===== config.mk =====
export PLATFORM = sky130hd
export DESIGN_NAME = mbscore_irq_arbiter
export DESIGN_NICKNAME = d
export VERILOG_FILES = /design/src/rtl/mbscore_irq_arbiter.sv
export SDC_FILE = /design/constraint.sdc
export NUM_CORES = 1
export LEC_CHECK = 0
export ABC_AREA = 1
export CORE_MARGIN = 10
export CORE_UTILIZATION = 50
export CTS_BUF_LIST = sky130_fd_sc_hd__clkbuf_2
export DETAILED_ROUTE_END_ITERATION = 8
export HOLD_SLACK_MARGIN = 0.15
export PLACE_DENSITY = 0.91
export SLEW_MARGIN = 15
export SYNTH_ARGS = -nofsm -noshare
export SYNTH_HDL_FRONTEND = slang
export SYNTH_HIERARCHICAL = 1
export SYNTH_SLANG_ARGS = --single-unit

===== constraint.sdc =====
create_clock -name clk -period 2.36 [get_ports clk]
set_input_delay 0.354 -clock clk [delete_from_list [all_inputs] [get_ports clk]]
set_output_delay 0.354 -clock clk [all_outputs]
set_load 0.02 [all_outputs]

===== src/rtl/mbscore_irq_arbiter.sv =====
// Interrupt front end: per-source synchroniser, edge latch and overrun flag,
// followed by a software mask, fixed-priority pick and a present/ack/gap handshake.

module mbscore_irq_src #(
    parameter int SYNC_STAGES = 2
) (
    input  logic clk,
    input  logic rst,
    input  logic irq_raw_i,
    input  logic ack_clr_i,
    input  logic ovf_clr_i,
    output logic pend_o,
    output logic ovf_o
);
    logic [SYNC_STAGES-1:0] sync_q, sync_d;
    logic                   prev_q;
    logic                   pend_q, pend_d;
    logic                   ovf_q, ovf_d;
    logic                   rise;

    always_comb begin
        sync_d = {sync_q[SYNC_STAGES-2:0], irq_raw_i};
        rise   = sync_q[SYNC_STAGES-1] & ~prev_q;
        // A fresh edge wins over a same-cycle ack, so the event is never lost.
        pend_d = (pend_q & ~ack_clr_i) | rise;
        // Set beats clear so an overrun in the clearing cycle stays visible.
        ovf_d  = (ovf_q & ~ovf_clr_i) | (rise & pend_q & ~ack_clr_i);
    end

    always_ff @(posedge clk or posedge rst) begin
        if (rst) begin
            sync_q <= '0;
            prev_q <= 1'b0;
            pend_q <= 1'b0;
            ovf_q  <= 1'b0;
        end else begin
            sync_q <= sync_d;
            prev_q <= sync_q[SYNC_STAGES-1];
            pend_q <= pend_d;
            ovf_q  <= ovf_d;
        end
    end

    assign pend_o = pend_q;
    assign ovf_o  = ovf_q;
endmodule

module mbscore_irq_arbiter #(
    parameter int NSRC        = 5,
    parameter int SEL_W       = 3,
    parameter int SYNC_STAGES = 2
) (
    input  logic             clk,
    input  logic             rst,
    input  logic [NSRC-1:0]  irq_raw,
    input  logic             mask_we,
    input  logic [NSRC-1:0]  mask_wdata,
    input  logic             int_ack,
    output logic [SEL_W-1:0] int_vec,
    output logic [NSRC-1:0]  int_pending,
    output logic [NSRC-1:0]  int_mask,
    output logic [NSRC-1:0]  int_ovf,
    input  logic [NSRC-1:0]  ovf_clr
);
    typedef enum logic [1:0] {S_IDLE, S_PRESENT, S_GAP} state_t;

    state_t           state_q;
    logic [SEL_W-1:0] sel_q;
    logic [SEL_W-1:0] int_vec_q;
    logic [NSRC-1:0]  mask_q, mask_d;
    logic [NSRC-1:0]  pend, ovf, elig, ack_clr;
    logic [SEL_W-1:0] win;
    logic             any_elig;
    logic             ack_fire;

    assign ack_fire = (state_q == S_PRESENT) & int_ack;

    for (genvar g = 0; g < NSRC; g++) begin : g_src
        assign ack_clr[g] = ack_fire & (sel_q == SEL_W'(g));

        mbscore_irq_src #(.SYNC_STAGES(SYNC_STAGES)) u_src (
            .clk       (clk),
            .rst       (rst),
            .irq_raw_i (irq_raw[g]),
            .ack_clr_i (ack_clr[g]),
            .ovf_clr_i (ovf_clr[g]),
            .pend_o    (pend[g]),
            .ovf_o     (ovf[g])
        );
    end

    // Masking only gates eligibility; masked sources keep latching.
    always_comb begin
        elig     = pend & ~mask_q;
        any_elig = |elig;
        win      = '0;
        for (int k = NSRC - 1; k >= 0; k--) begin
            if (elig[k]) win = SEL_W'(k);
        end
        mask_d = mask_we ? mask_wdata : mask_q;
    end

    always_ff @(posedge clk or posedge rst) begin
        if (rst) mask_q <= '1;
        else     mask_q <= mask_d;
    end

    // The presented source is frozen in sel_q until acked; no re-arbitration.
    always_ff @(posedge clk or posedge rst) begin
        if (rst) begin
            state_q   <= S_IDLE;
            sel_q     <= '0;
            int_vec_q <= '0;
        end else begin
            case (state_q)
                S_IDLE: begin
                    if (any_elig) begin
                        sel_q     <= win;
                        int_vec_q <= win + SEL_W'(1);
                        state_q   <= S_PRESENT;
                    end
                end
                S_PRESENT: begin
                    if (int_ack) begin
                        int_vec_q <= '0;
                        state_q   <= S_GAP;
                    end
                end
                S_GAP: begin
                    int_vec_q <= '0;
                    state_q   <= S_IDLE;
                end
                default: begin
                    int_vec_q <= '0;
                    state_q   <= S_IDLE;
                end
            endcase
        end
    end

    assign int_vec     = int_vec_q;
    assign int_pending = pend;
    assign int_mask    = mask_q;
    assign int_ovf     = ovf;
endmodule


# == After elaboration in Yosys (flattened, before gate mapping) ==
# Index checks and enable logic that the tools add are counted.
# op_classes
addsub,1
eq_ne,7
muxes,11
bitwise,58
n_reduce_logical,5
# ops
cell,count
1-bit bitwise AND,31
3-bit two-way mux,7
1-bit inverter,15
1-bit bitwise OR,10
"3-bit by 2-bit equality test with 1-bit output, second input constant",2
3-bit case mux with 2 select lines,1
5-bit bitwise AND,1
5-bit inverter,1
5-bit OR reduction,1
2-bit two-way mux,2
"2-bit inequality test, second input constant",2
2-bit case mux with 2 select lines,1
2-bit AND reduction,2
"3-bit by 1-bit adder with 3-bit output, second input constant",1
"3-bit by 1-bit equality test with 1-bit output, second input constant",1
"3-bit equality test, second input constant",1
3-bit logical NOT,1
"2-bit by 1-bit equality test with 1-bit output, second input constant",1
2-bit logical NOT,1
# totals
register_bits,38
input_bits,19
out_inout_bits,18
elab_cells,106

# == Logic depth before layout (Yosys ltp) ==
# depth
ltp_word,10
mapped_depth,11

# == By module ==
# Netlist, hierarchy kept.
# modules_own_cells
mod,n_inst,cells_each,area_each_um2,seq_area_each_um2
mbscore_irq_src,5,17,173.9,125.1
mbscore_irq_arbiter,1,86,742.0,331.6

# == Least setup slack after synthesis ==
# OpenSTA, ideal clock, no wires.
# synth_timing
path_kind,reg-to-reg
from,"reg mask_q[2], in the netlist int_mask[2]"
to,"reg int_vec_q[2], in the netlist int_vec[2]"
arrival_ns,1.301
slack_ns,0.941
stages_incl_launch_ff,11
path_buffers,0
synth_period_minus_slack_ns,1.419
path_cell_list,dfstp_2 > inv_2 > nand2_4 > nand3_1 > nand2_1 > nand2_1 > inv_1 > ha_1 > nand3_1 > nand3_1 > nand2_1
# synth_between
elab_chain_cells,8
elab_cells_between_ends,11
# synth_lines
element,line,rtl
from (decl),70,"logic [NSRC-1:0] mask_q, mask_d;"
from (signal assigned),105,else mask_q <= mask_d;
5-bit inverter,94,elig = pend & ~mask_q;
5-bit bitwise AND,94,
3-bit two-way mux (3 in series),98,if (elig[k]) win = SEL_W'(k);
net win[0],72,logic [SEL_W-1:0] win;
3-bit by 1-bit adder with 3-bit output,119,int_vec_q <= win + SEL_W'(1);
3-bit two-way mux,117,if (any_elig) begin
3-bit case mux with 2 select lines,115,case (state_q)
to (signal assigned),119,
to (decl),69,logic [SEL_W-1:0] int_vec_q;
# The timed path passes the listed nets, and every way through them passes these cells. The select of a mux whose other input is x is not followed.
# A chain may end at the register's enable or synchronous reset.

# == Worst setup path after layout ==
# layout_timing
from,"reg mask_q[2], in the netlist int_mask[2]"
to,out int_mask[2]
# layout_lines
element,line,rtl
to (decl),61,"output logic [NSRC-1:0] int_mask,"
# No word-level cell between the ends.

==> run summary <==
======================================================================================
DRC errors left                                                                      0
Clock latency on the worst-skew pair                                           0.38 ns
Die Width                                                                      76.8 um
Gp weighted congestion                                                           0.747
Die Footprint                                                                5890 um^2
Fraction of layout cells with a size suffix above 1                              0.206
Slowest CP cell                                                           clkdlybuf4s50_1
Placement Cell Area                                                          2020 um^2
Total vias in the final route                                                     1163
Worst reg2reg path startpoint                                              int_mask[2]
Cell types occupying the most area after synthesis                        dfrtp_1, nand2_1, dfstp_2
Element type at the critical path end                                     primary output
Count of routing violations after the opening detailed-route iteration              34
Hold slack final                                                              0.285 ns
Num rows                                                                            20
Final Worst Setup Slack                                                       0.450 ns
Critical path required time                                                    2.01 ns
Worst reg-to-reg setup slack                                                   0.92 ns
CTS Buf Count                                                                        5
Worst min path class                                                          in2async
RSZ-0062 raised after global routing                                             false
Cell Chain, Critical Path                                                 clkdlybuf4s50_1
CTS tree                                                                          done
Detailed-placement wirelength estimate                                         2.46 mm
Syn Inst Count                                                                     171
Largest stage delay, worst path                                                0.60 ns
Ratio of final minimum period to clock period                                    0.809
Initial antenna violation count                                                      0
Total congestion overflow after global routing                                       0
Initial standard-cell utilization of the core                                    0.524
# IOs                                                                               37
Arrival @ worst endpoint                                                       1.56 ns
Worst setup path class                                                         reg2out
Sum Neg Setup Slack                                                               0 ns
H-tree levels                                                                        2
Number of distinct standard cells referenced by the synthesized netlist             23
Final setup violation count                                                          0
End of the worst register-to-register path                                  int_vec[2]
Power density over cell area                                               941 nW/um^2
Leakage power                                                               0.00109 uW
Time the final worst path needs with I/O delays and setup                      1.91 ns
Hold buffers post-CTS                                                                0
Kind of cell with the highest combined delay on the critical path         buffers and inverters
Initial DRT Pass Iterations                                                          4
Synth area leader                                                              dfrtp_1
Fill cell instance count of the final layout                                       260
Worst rel slew slack                                                             0.674
# Max-Cap Violations                                                                 0
Final slew viol count                                                                0
Clock-pin slew on the worst setup and hold paths                               0.19 ns
Pin slew with the least headroom to its limit                                 0.489 ns
Syn avg cell area                                                            9.42 um^2
Mean routed wirelength per cell                                                11.6 um
Antenna-violating nets left                                                          0
Total routed wirelength                                                        3.01 mm
Number of I/O port buffers                                                          36
Worst vdd ir                                                                0.000617 V
Global-route wire length before repair                                         5.55 mm
Post-CTS Setup Bufs                                                                  0
Vias in the first global route                                                    1265
Root cell of the clock tree                                                   clkbuf_2
Crit path launch type                                                         register
Peak fanout along the critical path                                                  2
Chip Height                                                                    76.8 um
Mapped Area                                                                  1610 um^2
Setup slack at placement                                                      0.753 ns
Synth-to-layout area growth                                                      31.1%
Number of diodes added for antenna fixing                                            0
Fmax achieved                                                                  524 MHz
Count of yosys warnings during synthesis                                             6
Run status                                                                finished clean
Number of vias per cell after detailed routing                                    4.51
Overall routing resource usage                                                   0.114
Buf+Inv Stages, Crit Path                                                            1
Largest clock skew in the final design                                       0.0145 ns
Maximum buffer depth of the clock tree                                               2
Fraction of post-synthesis cell area in the top cell type by area                0.512
Syn_nets                                                                           191
Number of sinks on the clock net                                                    38
Layout Utilization                                                               0.686
Sequential area share after synthesis                                            0.594
Length in cells of the worst reg-to-reg path                                        10
Core Area                                                                    3080 um^2
Maximum number of pins on one net before global-route repair                        14
Post-synthesis sequential element count                                             38
Net count of the finished layout                                                   233
Final Instance Area                                                          2110 um^2
Number of gates resized after CTS                                                    0
Final hold violation count                                                           0
======================================================================================
[per-stage QoR]
stage | std cells | total power [uW]
5_1_grt | 258 | 2130
3_3_place_gp | 250 | 1500
4_1_cts | 258 | 2020
6_report | 258 | 1990
2_1_floorplan | 171 | 1270
3_5_place_dp | 250 | 1520
[cells by family (layout without fill, tap and decap cells)]
kind of cell | Yosys count | in the layout | share of synthesized area
buffers and inverters | 41 | 84 | 0.0955
AOI/OAI and AO/OA | 15 | 15 | 0.0536
DFF | 38 | 38 | 0.594
adders and majority gates | 1 | 1 | 0.00776
and+or+nand+nor | 76 | 76 | 0.249
[how the worst max path moves through the flow]
stage | endpoint | from | cells after the start | slack, ns
after floorplan | int_vec[2] | int_mask[2] | 10 | 0.94
after global placement | g_src[2].u_src/ovf_o | int_ack | 8 | 0.80
after detailed placement | g_src[2].u_src/ovf_o | int_ack | 8 | 0.75
after CTS | int_mask[2] | int_mask[2] | 1 | 0.41
after global routing | int_mask[0] | int_mask[0] | 1 | 0.36
final | int_mask[2] | int_mask[2] | 1 | 0.45
[area by class of cell]
cell class,instances,area (um^2),share of cell area
clock buffers,5,25.0,0.0118
clock inverters,3,63.8,0.0302
inverters,40,150,0.0711
multi-input cells,92,500,0.237
flip-flops and latches,38,957,0.453
well taps,44,55.1,0.0261
repair buffers,36,360,0.171
[sequential cells by signal, summed over array words and instances (netlist names)]
register	count
g_src.u_src/prev_q	5
int_mask	5
sel_q	3
g_src.u_src/pend_o	5
state_q	2
int_vec	3
g_src.u_src/ovf_o	5
g_src.u_src/sync_q	10
[layer usage]
layer	vias up	GRT usage	wire length, um
met4	0	0.0316	31
met1	532	0.130	1280
li1	592	-	-
met5	-	0	0
met2	34	0.183	1430
met3	5	0.0571	263
[cell usage after synthesis, drive strengths merged]
master and instances:
nand3b 1, dfstp 5, nor2 13, nand2 53
o21ai 13, nand3 5, nor3 4, a21oi 2
ha 1, dfrtp 33, inv 40, clkbuf 1
[cell usage in the layout, fill, tap and decap left out, drive strengths merged]
cell,count
a21oi,2
bufinv,2
clkbuf,5
clkdlybuf4s50,36
clkinv,1
dfrtp,33
dfstp,5
ha,1
inv,40
nand2,53
nand3,5
nand3b,1
nor2,13
nor3,4
o21ai,13
[power by group]
group          switching [uW]  internal, uW  leakage [uW]
sequential               93.6           766      0.000440
combinational             374           262      0.000596
clock                     210           282     0.0000506
(Power assumes the default switching activity.)
